### src/rtl/wishbone_bus_arbiter_if.sv
// Shared-bus bundle between two Wishbone masters, the arbiter and one slave.
// Master 0 (ibus) occupies the low slice of every packed vector and master 1 (dbus) the high slice.
interface wishbone_bus_arbiter_if #(
   parameter int unsigned ADR_WIDTH = 30,
   parameter int unsigned DAT_WIDTH = 32
);
   localparam int unsigned SEL_W = DAT_WIDTH / 8;

   logic [1:0]             m_cyc;
   logic [1:0]             m_stb;
   logic [1:0]             m_we;
   logic [2*ADR_WIDTH-1:0] m_adr;
   logic [2*DAT_WIDTH-1:0] m_dat_mosi;
   logic [2*SEL_W-1:0]     m_sel;
   logic [DAT_WIDTH-1:0]   m_dat_miso;
   logic [1:0]             m_ack;
   logic [1:0]             m_err;
   logic                   s_cyc;
   logic                   s_stb;
   logic                   s_we;
   logic [ADR_WIDTH-1:0]   s_adr;
   logic [DAT_WIDTH-1:0]   s_dat_mosi;
   logic [SEL_W-1:0]       s_sel;
   logic [DAT_WIDTH-1:0]   s_dat_miso;
   logic                   s_ack;
   logic                   s_err;
   logic [1:0]             grant;

   // Arbiter view: it is the master of the shared slave port.
   modport master (
      input  m_cyc, m_stb, m_we, m_adr, m_dat_mosi, m_sel, s_dat_miso, s_ack, s_err,
      output m_dat_miso, m_ack, m_err, s_cyc, s_stb, s_we, s_adr, s_dat_mosi, s_sel, grant
   );

   // Environment view: the requesting masters and the shared slave.
   modport slave (
      output m_cyc, m_stb, m_we, m_adr, m_dat_mosi, m_sel, s_dat_miso, s_ack, s_err,
      input  m_dat_miso, m_ack, m_err, s_cyc, s_stb, s_we, s_adr, s_dat_mosi, s_sel, grant
   );
endinterface

### src/rtl/wishbone_bus_arbiter.sv
// Two-master, one-slave Wishbone classic arbiter with a grant held for the whole CYC,
// round-robin tie break and a watchdog that turns an unanswered strobe into ERR.
module wishbone_bus_arbiter #(
   parameter int unsigned ADR_WIDTH      = 30,
   parameter int unsigned DAT_WIDTH      = 32,
   parameter int unsigned TIMEOUT_CYCLES = 1024
) (
   input logic                   clk,
   input logic                   reset,
   wishbone_bus_arbiter_if.master bus
);
   localparam int unsigned SEL_W = DAT_WIDTH / 8;
   localparam int unsigned WD_W  = $clog2(TIMEOUT_CYCLES) + 1;
   localparam logic [WD_W-1:0] WD_LAST =
      (TIMEOUT_CYCLES == 0) ? '0 : WD_W'(TIMEOUT_CYCLES - 1);

   // State encoding doubles as the one-hot grant.
   typedef enum logic [1:0] {
      IDLE  = 2'b00,
      OWN_I = 2'b01,
      OWN_D = 2'b10
   } state_t;

   state_t               r_state;
   state_t               w_next;
   state_t               w_arb;
   logic                 r_last_d;
   logic [WD_W-1:0]      r_wd_cnt;

   logic                 w_cyc;
   logic                 w_stb_raw;
   logic                 w_we;
   logic [ADR_WIDTH-1:0] w_adr;
   logic [DAT_WIDTH-1:0] w_dat;
   logic [SEL_W-1:0]     w_sel;
   logic                 w_silent;
   logic                 w_wd_fire;

   // Arbitration over the current requests; a tie goes to the master that did not own last.
   always_comb begin
      w_arb = IDLE;
      if (bus.m_cyc[0] && bus.m_cyc[1]) w_arb = r_last_d ? OWN_I : OWN_D;
      else if (bus.m_cyc[0])            w_arb = OWN_I;
      else if (bus.m_cyc[1])            w_arb = OWN_D;
   end

   always_comb begin
      w_next = r_state;
      case (r_state)
         IDLE:    w_next = w_arb;
         OWN_I:   if (!bus.m_cyc[0]) w_next = w_arb;
         OWN_D:   if (!bus.m_cyc[1]) w_next = w_arb;
         default: w_next = IDLE;
      endcase
   end

   always_ff @(posedge clk or posedge reset) begin
      if (reset) begin
         r_state  <= IDLE;
         r_last_d <= 1'b1;
      end else begin
         r_state <= w_next;
         if (w_next == OWN_I)      r_last_d <= 1'b0;
         else if (w_next == OWN_D) r_last_d <= 1'b1;
      end
   end

   // Owner-to-slave mux; everything idles at zero with no owner.
   always_comb begin
      w_cyc     = 1'b0;
      w_stb_raw = 1'b0;
      w_we      = 1'b0;
      w_adr     = '0;
      w_dat     = '0;
      w_sel     = '0;
      if (r_state == OWN_I) begin
         w_cyc     = bus.m_cyc[0];
         w_stb_raw = bus.m_stb[0];
         w_we      = bus.m_we[0];
         w_adr     = bus.m_adr[0 +: ADR_WIDTH];
         w_dat     = bus.m_dat_mosi[0 +: DAT_WIDTH];
         w_sel     = bus.m_sel[0 +: SEL_W];
      end else if (r_state == OWN_D) begin
         w_cyc     = bus.m_cyc[1];
         w_stb_raw = bus.m_stb[1];
         w_we      = bus.m_we[1];
         w_adr     = bus.m_adr[ADR_WIDTH +: ADR_WIDTH];
         w_dat     = bus.m_dat_mosi[DAT_WIDTH +: DAT_WIDTH];
         w_sel     = bus.m_sel[SEL_W +: SEL_W];
      end
   end

   assign w_silent  = w_cyc & w_stb_raw & ~bus.s_ack & ~bus.s_err;
   assign w_wd_fire = (TIMEOUT_CYCLES != 0) && w_silent && (r_wd_cnt == WD_LAST);

   // Saturating watchdog; a fire, any answer, STB low or a grant change restarts it.
   always_ff @(posedge clk or posedge reset) begin
      if (reset)                                         r_wd_cnt <= '0;
      else if (!w_silent || w_wd_fire || w_next != r_state) r_wd_cnt <= '0;
      else if (r_wd_cnt != '1)                           r_wd_cnt <= r_wd_cnt + WD_W'(1);
   end

   assign bus.s_cyc      = w_cyc;
   assign bus.s_stb      = w_stb_raw & ~w_wd_fire;
   assign bus.s_we       = w_we;
   assign bus.s_adr      = w_adr;
   assign bus.s_dat_mosi = w_dat;
   assign bus.s_sel      = w_sel;
   assign bus.grant      = r_state;
   assign bus.m_dat_miso = (r_state != IDLE) ? bus.s_dat_miso : '0;
   assign bus.m_ack      = r_state & {2{bus.s_ack}};
   assign bus.m_err      = r_state & {2{bus.s_err | w_wd_fire}};
endmodule

### src/flat_wrapper.sv
// flat-port wrapper written by rule: the top's interface ports become plain ports
module wishbone_bus_arbiter_flat 
#(
   parameter int unsigned ADR_WIDTH      = 30,
   parameter int unsigned DAT_WIDTH      = 32,
   parameter int unsigned TIMEOUT_CYCLES = 1024
)
  (clk, reset, bus_m_cyc, bus_m_stb, bus_m_we, bus_m_adr, bus_m_dat_mosi, bus_m_sel, bus_s_dat_miso, bus_s_ack, bus_s_err, bus_m_dat_miso, bus_m_ack, bus_m_err, bus_s_cyc, bus_s_stb, bus_s_we, bus_s_adr, bus_s_dat_mosi, bus_s_sel, bus_grant);
  wishbone_bus_arbiter_if #(.ADR_WIDTH(ADR_WIDTH), .DAT_WIDTH(DAT_WIDTH)) bus_i ();
  input logic clk;
  input logic reset;
  input wire logic [$bits(bus_i.m_cyc)-1:0] bus_m_cyc;
  input wire logic [$bits(bus_i.m_stb)-1:0] bus_m_stb;
  input wire logic [$bits(bus_i.m_we)-1:0] bus_m_we;
  input wire logic [$bits(bus_i.m_adr)-1:0] bus_m_adr;
  input wire logic [$bits(bus_i.m_dat_mosi)-1:0] bus_m_dat_mosi;
  input wire logic [$bits(bus_i.m_sel)-1:0] bus_m_sel;
  input wire logic [$bits(bus_i.s_dat_miso)-1:0] bus_s_dat_miso;
  input wire logic [$bits(bus_i.s_ack)-1:0] bus_s_ack;
  input wire logic [$bits(bus_i.s_err)-1:0] bus_s_err;
  output wire logic [$bits(bus_i.m_dat_miso)-1:0] bus_m_dat_miso;
  output wire logic [$bits(bus_i.m_ack)-1:0] bus_m_ack;
  output wire logic [$bits(bus_i.m_err)-1:0] bus_m_err;
  output wire logic [$bits(bus_i.s_cyc)-1:0] bus_s_cyc;
  output wire logic [$bits(bus_i.s_stb)-1:0] bus_s_stb;
  output wire logic [$bits(bus_i.s_we)-1:0] bus_s_we;
  output wire logic [$bits(bus_i.s_adr)-1:0] bus_s_adr;
  output wire logic [$bits(bus_i.s_dat_mosi)-1:0] bus_s_dat_mosi;
  output wire logic [$bits(bus_i.s_sel)-1:0] bus_s_sel;
  output wire logic [$bits(bus_i.grant)-1:0] bus_grant;
  assign bus_i.m_cyc = bus_m_cyc;
  assign bus_i.m_stb = bus_m_stb;
  assign bus_i.m_we = bus_m_we;
  assign bus_i.m_adr = bus_m_adr;
  assign bus_i.m_dat_mosi = bus_m_dat_mosi;
  assign bus_i.m_sel = bus_m_sel;
  assign bus_i.s_dat_miso = bus_s_dat_miso;
  assign bus_i.s_ack = bus_s_ack;
  assign bus_i.s_err = bus_s_err;
  assign bus_m_dat_miso = bus_i.m_dat_miso;
  assign bus_m_ack = bus_i.m_ack;
  assign bus_m_err = bus_i.m_err;
  assign bus_s_cyc = bus_i.s_cyc;
  assign bus_s_stb = bus_i.s_stb;
  assign bus_s_we = bus_i.s_we;
  assign bus_s_adr = bus_i.s_adr;
  assign bus_s_dat_mosi = bus_i.s_dat_mosi;
  assign bus_s_sel = bus_i.s_sel;
  assign bus_grant = bus_i.grant;
  wishbone_bus_arbiter #(.ADR_WIDTH(ADR_WIDTH), .DAT_WIDTH(DAT_WIDTH), .TIMEOUT_CYCLES(TIMEOUT_CYCLES)) u_core (.clk(clk), .reset(reset), .bus(bus_i));
endmodule
### config.mk
export PLATFORM = sky130hd
export DESIGN_NAME = wishbone_bus_arbiter_flat
export DESIGN_NICKNAME = d
export VERILOG_FILES = /design/src/rtl/wishbone_bus_arbiter_if.sv /design/src/rtl/wishbone_bus_arbiter.sv /design/src/flat_wrapper.sv
export SDC_FILE = /design/constraint.sdc
export NUM_CORES = 1
export LEC_CHECK = 0
export BUFFER_PORTS_ARGS = -buffer_cell sky130_fd_sc_hd__buf_2
export CAP_MARGIN = 20
export CELL_PAD_IN_SITES_DETAIL_PLACEMENT = 0
export CELL_PAD_IN_SITES_GLOBAL_PLACEMENT = 1
export CORE_AREA = 2 2 109 111
export CTS_CLUSTER_SIZE = 30
export DETAILED_ROUTE_END_ITERATION = 12
export DIE_AREA = 0 0 111 113
export GPL_ROUTABILITY_DRIVEN = 0
export GPL_TIMING_DRIVEN = 0
export PLACE_DENSITY_LB_ADDON = 0.1
export SETUP_SLACK_MARGIN = 0.4
export SYNTH_ARGS = -nofsm -noshare
export SYNTH_HDL_FRONTEND = slang
export SYNTH_SLANG_ARGS = --single-unit
### constraint.sdc
create_clock -name clk -period 1.9 [get_ports clk]
set_input_delay 0.38 -clock clk [delete_from_list [all_inputs] [get_ports clk]]
set_output_delay 0.38 -clock clk [all_outputs]
set_load 0.05 [all_outputs]
## Word-level counts from Yosys, hierarchy flattened

Index checks and enable logic that the tools add are counted.

- Logic and storage cells: 54
- Input port bits: 174
- Output and inout bits: 107
- RAM bits: 0
- Memories: 0
- Register bits after elaboration: 14
- Latch bits: 0
- Bits in read-only memories: 0

- Mux-type cells: 24
- Bitwise operators: 10
- Reductions and logical operators: 9
- Equal/unequal tests: 7
- Shift operators: 0
- Div/mod/pow operators: 0
- Add/sub/neg operators: 1
- $mul: 0
- Order comparisons: 0

Operators with widths:

| cell | number |
|---|---|
| 32-bit two-way mux | 3 |
| 30-bit two-way mux | 2 |
| 11-bit two-way mux | 2 |
| 2-bit two-way mux | 6 |
| 11-bit by 1-bit adder with 11-bit output, second input constant | 1 |
| 11-bit by 10-bit equality test with 1-bit output, second input constant | 1 |
| 11-bit != test, second input constant | 1 |
| 1-bit two-way mux | 8 |
| 4-bit two-way mux | 2 |
| 2-bit one-hot mux with 3 select lines | 1 |
| 2-bit nonzero test | 3 |
| 1-bit bitwise AND | 4 |
| 2-bit bitwise AND | 2 |
| 2-bit by 1-bit equality test with 1-bit output, second input constant | 2 |
| 2-bit equality test, second input constant | 2 |
| 1-bit inverter | 3 |
| 1-bit logical AND | 2 |
| 2-bit logical NOT | 1 |
| 1-bit logical OR | 2 |
| 2-bit != test | 1 |
| 1-bit logical NOT | 1 |
| 1-bit bitwise OR | 1 |

## Logic depth before layout (Yosys ltp)

Gate-level depths: netlist (run 1).

- Depth in word-level cells: 10
- Gate-level depth with buffers: 6
- Mapped depth without buffers: 5

## Worst setup path after synthesis (run 1)

No wires, ideal clock.

- Path type: register -> output
- Start point: reg u_core.r_state[1] (netlist: u_core.bus.grant[1])
- End point: out bus_s_stb
- Slack: -683 ps
- Arrival: 2203 ps
- Buffers on the path: 1
- Stages on the path, launching flop included: 5
- Required time: 1520 ps
- Path through: dfrtp_1 buf_4 nand3b_1 nand2_1 a21boi_0

- Word-level cells in the longest chain between the ends: 9
- Elaborated cells on any way between the ends: 12
- Those cells by class: 2 x eq/ne; 4 x mux; 5 x bitwise; 1 x reduce/logical

RTL lines:

| element | line | source |
|---|---|---|
| start, declared | wishbone_bus_arbiter.sv:24 | `state_t r_state;` |
| start signal, assigned | wishbone_bus_arbiter.sv:62 | `r_state <= w_next;` |
| 2-bit equality test | wishbone_bus_arbiter.sv:83 | `end else if (r_state == OWN_D) begin` |
| 1-bit two-way mux | wishbone_bus_arbiter.sv:83 |  |
| 1-bit two-way mux | wishbone_bus_arbiter.sv:76 | `if (r_state == OWN_I) begin` |
| 1-bit bitwise AND (3 in a row) | wishbone_bus_arbiter.sv:93 | `assign w_silent = w_cyc & w_stb_raw & ~bus.s_ack & ~bus.s_err;` |
| 1-bit logical AND | wishbone_bus_arbiter.sv:94 | `assign w_wd_fire = (TIMEOUT_CYCLES != 0) && w_silent && (r_wd_cnt == WD_LAST);` |
| 1-bit inverter | wishbone_bus_arbiter.sv:104 | `assign bus.s_stb = w_stb_raw & ~w_wd_fire;` |
| 1-bit bitwise AND (*) | wishbone_bus_arbiter.sv:104 |  |
| end, declared | flat_wrapper.sv:25 | `output wire logic [$bits(bus_i.s_stb)-1:0] bus_s_stb;` |

Every way passes the cells marked *; elsewhere a longest branch is shown, timed or not.

## Worst setup path after layout (run 1)

- Start point: reg u_core.r_wd_cnt[1]
- End point: out bus_m_err[0]

- Word-level cells in the longest chain between the ends: 4

RTL lines:

| element | line | source |
|---|---|---|
| start, declared | wishbone_bus_arbiter.sv:28 | `logic [WD_W-1:0] r_wd_cnt;` |
| start signal, assigned | wishbone_bus_arbiter.sv:100 | `else if (r_wd_cnt != '1) r_wd_cnt <= r_wd_cnt + WD_W'(1);` |
| 11-bit by 10-bit equality test with 1-bit output | wishbone_bus_arbiter.sv:94 |  |
| 1-bit logical AND | wishbone_bus_arbiter.sv:94 |  |
| 1-bit bitwise OR | wishbone_bus_arbiter.sv:112 | `assign bus.m_err = r_state & {2{bus.s_err \| w_wd_fire}};` |
| 2-bit bitwise AND | wishbone_bus_arbiter.sv:112 |  |
| end, declared | flat_wrapper.sv:23 | `output wire logic [$bits(bus_i.m_err)-1:0] bus_m_err;` |

No other way between the ends.

==> results.json, run 1 <==
{
  "cp.required_ns": 1.52,
  "cts_max_level": 1,
  "worst_slew_margin_rel_pct": 64.4,
  "wl_met3_um": 850,
  "finalHoldViolCount": 0,
  "antenna_found_initial": 1,
  "p_sw_uw": 2980,
  "dieArea_mm2": 0.0125,
  "violations": "negative setup slack",
  "final_util_pct": 55.8,
  "period_share_pct": 111,
  "crit_path_end_kind": "primary output",
  "diodes": 0,
  "p_per_area_mw_per_mm2": 997,
  "die_w_um": 111,
  "wl_um": 11900,
  "clock_path_buffers": 2,
  "path_max_fanout": 2,
  "routed.top_layer": "met5",
  "power.internal_uw": 3290,
  "synth.net_count": 384,
  "post-synth-top-count-cell": "a22o_1",
  "yosys_register_bits": 14,
  "path_cells": "ha_4 > nand4_1 > nor4_4 > a31oi_4 > nor2b_4 > buf_8",
  "synth.avg_cell_area_um2": 8.50,
  "rsz0062_at_grt": "true",
  "start_util_pct": 15.7,
  "peakVddDrop_uv": 509,
  "ys_seq_area_share_pct": 19.9,
  "root_buffer": "clkbuf_16",
  "drc": 0,
  "synth_top_area_share_pct": 33.2,
  "synth_common_cells": "67 x a22o_1, 35 x nor2b_1, 13 x dfrtp_1",
  "clk_pin_slew_worst_paths_ns": 0.05,
  "post-route-min-period_ns": 2.11,
  "fin_skew_ns": 0.000882,
  "port_buffers": 280,
  "synth_area_mm2": 0.00177,
  "synth_cell_types": 39,
  "p_seq_share_pct": 5.5,
  "pre_cts_slack_ns": -0.216,
  "async_flop_share_pct": 100,
  "synth_cells": 208,
  "critical_path_class": "reg2out",
  "switching_share_pct": 47.6,
  "cp-start-kind": "flop",
  "tightest_slew_ns": 0.533,
  "cap_violations": 0,
  "grt_first_pass_wirelength_um": 17400,
  "power_leakage_uw": 0.00324,
  "clk_latency_ns": 0.24,
  "avgViaCountPerCell": 4.43,
  "dp_hpwl_um": 9410,
  "drive_above_1_share_pct": 91.5,
  "synthToLayoutAreaGrowth_pct": 256,
  "drtPass1Iterations": 6,
  "overflow": 0,
  "hold_class": "in2async",
  "row_count": 39,
  "nNetsFinal": 717,
  "fill_cells": 959,
  "status": "finished with violations",
  "cts_tree": "done",
  "worst_slack_ns": -0.210,
  "ant_nets": 0,
  "clockPowerShare_pct": 7.0,
  "grt_max_degree": 15,
  "yosys.area.top_type": "a22o_1",
  "grt_pass1_vias": 3164,
  "p_comb_share_pct": 87.6,
  "route.met2.wl_um": 6870,
  "setup_viol": 81,
  "slowest_stage": "dfrtp_1",
  "cts_buffers": 3,
  "cts_sinks": 14,
  "drt_iter0_drc": 107,
  "yosys_warnings": 0,
  "wl_per_cell_um": 17.4,
  "io_pins": 281,
  "vias": 3029,
  "cts_hold_buf": 0,
  "wl_met1_um": 4030,
  "slew_violations": 0,
  "core_mm2": 0.0113,
  "fp.dieH_um": 113,
  "synth_edf_count": 0,
  "synth_ff_type": "dfrtp_1",
  "synth_area_leaders": "a22o_1 33%, dfrtp_1 18%, nor2b_1 12%, nor2_1 2.5%, nand3b_4 2.3%",
  "fmax_ghz": 0.474,
  "cp_slowest_stage_delay_ns": 0.41,
  "grt_use_total_pct": 17.3,
  "worst_ep_arrival_time_ns": 1.73
}
-- critical path, delay by kind of cell (launching register included) --
| family | cells | cell delay, ns |
|---|---|---|
| buffers and inverters | 1 | 0.15 |
| adder cells (fa/ha/maj) | 1 | 0.16 |
| AND/OR/NAND/NOR | 3 | 0.58 |
| AO/OA/AOI/OAI | 1 | 0.18 |
| flip-flops | 1 | 0.41 |
-- placed cells by master, fill, tap and decap left out, types with 3 or more instances in the layout --
| master | synthesis | final |
|---|---|---|
| a21oi_1 | 5 | 3 |
| a21oi_2 | 1 | 3 |
| a22o_4 | 0 | 67 |
| and2_4 | 0 | 4 |
| buf_12 | 0 | 13 |
| buf_16 | 0 | 3 |
| buf_2 | 5 | 175 |
| buf_4 | 5 | 14 |
| buf_6 | 1 | 70 |
| buf_8 | 0 | 60 |
| clkbuf_16 | 0 | 16 |
| dfrtp_1 | 13 | 10 |
| dfrtp_2 | 0 | 3 |
| inv_1 | 4 | 3 |
| nand2_1 | 5 | 4 |
| nand3b_4 | 2 | 3 |
| nand4_1 | 4 | 4 |
| nor2_1 | 12 | 6 |
| nor2_4 | 0 | 4 |
| nor2b_4 | 0 | 34 |
-- stage by stage --
stage	std cells	hold slack [ns]	TNS, ns	area [um^2]	power, uW
after floorplan	208	0.268	0	2880	3490
after global placement	631	0.456	-1.37	4460	4250
after detailed placement	631	0.456	-1.49	4460	4270
after CTS	670	0.200	-9.39	6010	6130
after global routing	683	0.234	-13.61	6290	6490
final	683	0.169	-8.53	6290	6270
-- routing by layer --
| metal | GRT usage, % | vias to the layer above |
|---|---|---|
| met5 | 0 | - |
| met1 | 18.2 | 1421 |
| met2 | 35.2 | 127 |
| met4 | 1.50 | 2 |
| li1 | - | 1471 |
| met3 | 4.77 | 8 |
-- worst paths after layout --
check                                   startpoint            endpoint  slack, ns  depth (start not counted)
worst max-delay path            u_core.r_wd_cnt[1]        bus_m_err[0]      -0.21                          6
worst min register to register     u_core.r_last_d     u_core.r_last_d       0.50                          2
min in group clk                   u_core.r_last_d     u_core.r_last_d       0.50                          2
worst max register to register  u_core.r_wd_cnt[1]  u_core.r_wd_cnt[1]       0.25                          7
worst min-delay path                         reset  u_core.r_wd_cnt[9]       0.17                          2
max in group asynchronous                    reset  u_core.r_wd_cnt[5]       1.35                          2
-- flip-flops by register name (all words and copies together), names as in the netlist --
register / flops
u_core.r_wd_cnt: 11
u_core.bus.grant: 2
u_core.r_last_d: 1
-- final cells by class --
type | instances | area (um^2) | share of cell area (%)
repair buffers | 328 | 2940 | 46.7
flip-flops and latches | 14 | 355 | 5.65
multi-input cells | 170 | 2310 | 36.7
well taps | 143 | 179 | 2.85
clock buffers | 4 | 88.8 | 1.41
inverters | 4 | 20.0 | 0.318
plain buffers | 20 | 402 | 6.39
-- power groups by stage --
stage,Clock (uW),Sequential (uW),Combinational (uW)
after floorplan,0,374,3120
after global placement,0,347,3900
after detailed placement,0,346,3920
after CTS,451,338,5340
after global routing,467,346,5680
final,437,344,5490
-- timing repair --
item                                    4_1_cts  5_1_grt
pin swaps                                    13       15
endpoints found under the setup margin      114      117
gates cloned                                 10        3
buffers inserted                             25       10
gates resized for setup                     292       39
-- cell families after synthesis --
kind of cell | synth area share (%)
AOI/OAI and AO/OA | 40.1
xor gates and xnor gates | 0.991
adders and majority gates | 1.42
buffers and inverters | 6.94
DFF | 19.9
muxes | 1.13
and+or+nand+nor | 29.6
Power figures use the tool's default switching activity.
==> run 2, diff against run 1 <==
--- a/config.mk
+++ b/config.mk
@@ -5,14 +5,14 @@
 export SDC_FILE = /design/constraint.sdc
 export NUM_CORES = 1
 export LEC_CHECK = 0
-export BUFFER_PORTS_ARGS = -buffer_cell sky130_fd_sc_hd__buf_2
-export CAP_MARGIN = 20
+export CAP_MARGIN = 10
 export CELL_PAD_IN_SITES_DETAIL_PLACEMENT = 0
 export CELL_PAD_IN_SITES_GLOBAL_PLACEMENT = 1
-export CORE_AREA = 2 2 109 111
+export CORE_AREA = 2 2 108 110
 export CTS_CLUSTER_SIZE = 30
 export DETAILED_ROUTE_END_ITERATION = 12
-export DIE_AREA = 0 0 111 113
+export DIE_AREA = 0 0 110 112
+export DONT_BUFFER_PORTS = 1
 export GPL_ROUTABILITY_DRIVEN = 0
 export GPL_TIMING_DRIVEN = 0
 export PLACE_DENSITY_LB_ADDON = 0.1
==> run 2 against run 1 <==
  * The flow still finishes with violations (negative setup slack)
  * Hold slack lost 0.086 ns
  * Clock power shrank 6.6%
  * Register-to-register slack lost 0.17 ns
  * Maximum frequency shrank 5.6%
  * Largest cell class is now multi-input combinational cells
  * Cell area shrank 39%
  * Sequential share of layout area grew 3.7 points
  * Critical path depth shrank 2
  * Via count shrank 34%
  * Cell count shrank 42%
  * Routed wire length shrank 11%
  * Flip-flop and latch count is the same
  * Setup slack lost 0.13 ns
==> results.json, run 2 (synthesis results as in run 1) <==
{
  "clk_pin_slew_worst_paths_ns": 0.05,
  "cts_max_level": 1,
  "period_share_pct": 118,
  "avgViaCountPerCell": 5.03,
  "overflow": 0,
  "synthToLayoutAreaGrowth_pct": 118,
  "start_util_pct": 15.8,
  "cts_tree": "done",
  "vias": 1985,
  "power_leakage_uw": 0.00177,
  "hold_class": "in2async",
  "die_w_um": 110,
  "tightest_slew_ns": 0.586,
  "stdcell_count": 395,
  "cp.required_ns": 1.52,
  "p_per_area_mw_per_mm2": 1240,
  "drtPass1Iterations": 4,
  "reg2reg_slack_ns": 0.08,
  "root_buffer": "clkbuf_16",
  "globalRoute.busiestLayer": "met2",
  "core_mm2": 0.0112,
  "peakVddDrop_uv": 530,
  "largest_reg_flops": 11,
  "r2r-start": "u_core.bus.grant[0]",
  "nNetsFinal": 429,
  "met1_usage_pct": 16.4,
  "drc": 0,
  "cts_hold_buf": 0,
  "diodes": 0,
  "power.total_uw": 4790,
  "path_max_fanout": 5,
  "reg2reg_to": "u_core.r_last_d",
  "clk_latency_ns": 0.25,
  "grt_max_degree": 15,
  "grt_first_pass_wirelength_um": 13300,
  "rsz0062_at_grt": "true",
  "grtUsageMet3_pct": 9.54,
  "post-route-min-period_ns": 2.24,
  "status": "finished with violations",
  "crit_family": "simple AND/OR/NAND/NOR gates",
  "antenna_found_initial": 0,
  "port_buffers": 0,
  "worst_slew_margin_rel_pct": 60.9,
  "wl_per_cell_um": 26.8,
  "regMostFlops": "u_core.r_wd_cnt",
  "cap_violations": 0,
  "fmax_ghz": 0.447,
  "reg2reg_depth": 7,
  "worst_ep_arrival_time_ns": 1.86,
  "row_count": 39,
  "final_cell_mix": "67 x a22o_4, 34 x nor2b_4, 17 x buf_4, 12 x buf_6, 12 x clkbuf_16",
  "cp-start-kind": "flop",
  "grt_pass1_vias": 1998,
  "dp_cells": 351,
  "finalHoldViolCount": 0,
  "path_cells": "nand3b_2 > a21oi_2 > a31oi_4 > nor2b_4",
  "dp_hpwl_um": 8740,
  "ant_nets": 0,
  "cts_buffers": 3,
  "grt_use_total_pct": 15.1,
  "fin_skew_ns": 0.00982,
  "worst_slack_ns": -0.336,
  "grt_util_met2_pct": 25.9,
  "cp_slowest_stage_delay_ns": 0.57,
  "critical_path_class": "reg2out",
  "cts_sinks": 14,
  "slew_violations": 0,
  "drt_iter0_drc": 69,
  "setup_viol": 102,
  "critical_path_depth": 4,
  "violations": "negative setup slack",
  "clock_path_buffers": 2,
  "crit_path_end_kind": "primary output",
  "final_common_cell": "a22o_4",
  "wl_um": 10600,
  "dieArea_mm2": 0.0123,
  "finalSetupTns_ns": -26.81,
  "io_pins": 281,
  "drive_above_1_share_pct": 79.4,
  "slowest_stage": "dfrtp_4",
  "worst-path-buf-inv": 0,
  "fp.dieH_um": 112
}
[run 2: where the power goes]
group | internal (uW) | leakage (uW) | switching, uW
logic | 1510 | 0.00155 | 2480
clock network | 284 | 0.0000382 | 125
registers | 329 | 0.000187 | 60.5
[run 2: per-layer routing]
metal / share of wire (%) / up-vias
li1: - / 893
met1: 33 / 957
met2: 50 / 133
met3: 17 / 2
met4: 0.066 / 0
met5: 0 / -
[run 2: how the worst max path moves through the flow]
| stage | end | from | slack (ns) |
|---|---|---|---|
| final | bus_m_err[0] | u_core.bus.grant[0] | -0.34 |
| after detailed placement | bus_m_err[0] | u_core.r_wd_cnt[1] | -0.16 |
| after global routing | bus_s_dat_mosi[4] | u_core.bus.grant[0] | -0.41 |
| after global placement | bus_m_err[0] | u_core.r_wd_cnt[1] | -0.17 |
| after CTS | bus_m_err[0] | u_core.r_wd_cnt[0] | -0.33 |
| after floorplan | bus_m_err[0] | u_core.r_wd_cnt[0] | 0.03 |
[run 2: per-stage QoR]
stage                     util (%)  setup slack [ns]  hold WS [ns]  cell area (um^2)
after floorplan                  -            0.0297         0.268              2880
after global placement        27.4            -0.166         0.389              3060
after detailed placement      27.4            -0.161         0.374              3060
after CTS                     32.9            -0.327         0.117              3680
after global routing          34.5            -0.407         0.136              3850
final                         34.5            -0.336        0.0832              3850
[run 2: cell type report]
cell class	count	area, um^2
fill	1071	7320
multi-input combinational	170	2280
tap	143	179
buffer	20	378
sequential	14	359
inverter	4	22.5
timing repair buffer	40	554
clock buffer	4	78.8
[run 2: worst reg2reg max path: cells and delay by family (launching register included)]
family,cells,cell delay (ns)
compound gates,1,0.07
fa+ha+maj,1,0.26
buf+inv,2,0.43
flops,1,0.57
mux,1,0.17
simple gates,2,0.24
[run 2: timing repair]
item | CTS | global route
endpoints found under the hold margin | 0 | 0
buffers inserted | 23 | 5
endpoints found under the setup margin | 117 | 117
resized for setup | 33 | 18
pin swaps | 19 | 13
gates cloned | 8 | 4
==> run 3, diff against run 2 <==
--- a/config.mk
+++ b/config.mk
@@ -6,8 +6,6 @@
 export NUM_CORES = 1
 export LEC_CHECK = 0
 export CAP_MARGIN = 10
-export CELL_PAD_IN_SITES_DETAIL_PLACEMENT = 0
-export CELL_PAD_IN_SITES_GLOBAL_PLACEMENT = 1
 export CORE_AREA = 2 2 108 110
 export CTS_CLUSTER_SIZE = 30
 export DETAILED_ROUTE_END_ITERATION = 12
@@ -15,7 +13,6 @@
 export DONT_BUFFER_PORTS = 1
 export GPL_ROUTABILITY_DRIVEN = 0
 export GPL_TIMING_DRIVEN = 0
-export PLACE_DENSITY_LB_ADDON = 0.1
 export SETUP_SLACK_MARGIN = 0.4
 export SYNTH_ARGS = -nofsm -noshare
 export SYNTH_HDL_FRONTEND = slang
==> run 3 against run 2 <==
  * The flow still finishes with violations (negative setup slack)
  * Hold slack lost 0.016 ns
  * Total power shrank 1.5%
  * Critical path depth grew 2
  * Routed wire length shrank 3.2%
  * Clock power is essentially flat
  * Cell count shrank 0.25%
  * Count of clock-buffer cells in the layout is the same
  * Critical path type unchanged
  * Critical endpoint is now bus_s_dat_mosi[6]
==> results.json, run 3 (synthesis results as in run 1) <==
{
  "row_count": 39,
  "cts_sinks": 14,
  "cp_slowest_stage_delay_ns": 0.58,
  "cts_hold_buf": 0,
  "p_per_area_mw_per_mm2": 1240,
  "reg2reg_slack_ns": 0.08,
  "nNetsFinal": 428,
  "cts_tree": "done",
  "final_cell_mix": "67 x a22o_4, 34 x nor2b_4, 16 x buf_6, 16 x buf_4, 11 x dfrtp_1",
  "drc": 0,
  "setup_viol": 102,
  "dieArea_mm2": 0.0123,
  "period_share_pct": 119,
  "grt_first_pass_wirelength_um": 12700,
  "die_w_um": 110,
  "dp_cells": 351,
  "grt_use_total_pct": 14.6,
  "diodes": 0,
  "hold_class": "in2async",
  "worst_slew_margin_rel_pct": 63.7,
  "cap_violations": 0,
  "worst_hold_slack_ns": 0.0669,
  "slowest_stage": "dfrtp_4",
  "grt_max_degree": 15,
  "critical_path_class": "reg2out",
  "vias": 2006,
  "start_util_pct": 15.8,
  "largest_reg_flops": 11,
  "tightest_slew_ns": 0.544,
  "status": "finished with violations",
  "synthToLayoutAreaGrowth_pct": 115,
  "path_cells": "buf_8 > buf_12 > nor2b_4 > buf_8 > buf_12 > a22o_4",
  "path_max_fanout": 10,
  "overflow": 0,
  "pre_cts_slack_ns": -0.171,
  "power_leakage_uw": 0.00175,
  "avgViaCountPerCell": 5.09,
  "crit_path_end_kind": "primary output",
  "final_util_pct": 34.0,
  "fp.dieH_um": 112,
  "port_buffers": 0,
  "wl_per_cell_um": 26.0,
  "dp_hpwl_um": 8470,
  "drive_above_1_share_pct": 80.1,
  "root_buffer": "clkbuf_16",
  "clock_path_buffers": 2,
  "slew_violations": 0,
  "ant_nets": 0,
  "rsz0062_at_grt": "true",
  "wl_um": 10200,
  "finalSetupTns_ns": -30.20,
  "grt_pass1_vias": 1854,
  "drt_iter0_drc": 63,
  "antenna_found_initial": 0,
  "cts_buffers": 3,
  "finalHoldViolCount": 0,
  "worst-path-buf-inv": 4,
  "crit_family": "buffers and inverters",
  "clk_pin_slew_worst_paths_ns": 0.05,
  "stdcell_count": 394,
  "io_pins": 281,
  "post-route-min-period_ns": 2.25,
  "regMostFlops": "u_core.r_wd_cnt",
  "worst_slack_ns": -0.353,
  "clk_latency_ns": 0.25,
  "cp.required_ns": 1.52,
  "worst_ep_arrival_time_ns": 1.87,
  "fin_skew_ns": 0.00662,
  "drtPass1Iterations": 4,
  "fmax_ghz": 0.444,
  "final_common_cell": "a22o_4",
  "core_mm2": 0.0112,
  "violations": "negative setup slack",
  "cp-start-kind": "flop",
  "peakVddDrop_uv": 563,
  "cts_max_level": 1
}
-- run 3: cell count changes in the layout (fill, tap and decap cells not counted), moves of 2 or more --
cell       before  now
buf_8           4    8
nor2_2          0    2
clkbuf_16      12   10
buf_12         10    8
buf_16          4    2
buf_6          12   16
-- run 3: layout make-up --
cell class | count | area (um^2)
inverter | 4 | 20.0
buffer | 20 | 350
tap | 143 | 179
timing repair buffer | 39 | 488
fill | 1078 | 7380
clock buffer | 4 | 78.8
multi-input combinational | 170 | 2320
sequential | 14 | 359
-- run 3: per-layer routing --
layer	part of all wire [%]	wire [um]	vias up	GRT usage [%]
li1	-	-	884	-
met1	34	3520	1002	16.4
met2	52	5380	110	24.5
met3	11	1090	10	6.03
met4	2.5	254	0	4.98
met5	0	0	-	0
-- run 3: timing repair --
action                                  4_1_cts  5_1_grt
setup buffers                                19       11
cloned                                        8        1
resized for setup                            26       30
endpoints found under the setup margin      117      117
pin swaps                                    15       27
-- run 3: worst register-to-register path, delay by kind of cell (launching register included) --
| kind | cells | cell delay (ns) |
|---|---|---|
| buf+inv | 2 | 0.36 |
| simple gates | 2 | 0.40 |
| compound gates | 2 | 0.41 |
| flops | 1 | 0.58 |
-- run 3: report_power, final --
group / switching (uW) / internal, uW / leakage [uW]
sequential: 66.4 / 329 / 0.000187
combinational: 2490 / 1420 / 0.00152
clock: 122 / 284 / 0.0000382
-- run 3: through the flow --
step / total power (uW) / cell area (um^2)
CTS: 4590 / 3570
global placement: 3770 / 3060
floorplan: 3490 / 2880
detailed placement: 3800 / 3060
finish: 4710 / 3800
global route: 4860 / 3800
-- run 3: worst paths after layout --
path / cells past startpoint / to / startpoint
max in group asynchronous: 1 / u_core.bus.grant[0] / reset
min in group clk: 2 / u_core.bus.grant[1] / bus_m_cyc[1]
worst max-delay path: 6 / bus_s_dat_mosi[6] / u_core.bus.grant[1]
worst max register to register: 6 / u_core.r_wd_cnt[4] / u_core.bus.grant[0]
worst min register to register: 2 / u_core.r_last_d / u_core.r_last_d
worst min-delay path: 1 / u_core.r_wd_cnt[10] / reset
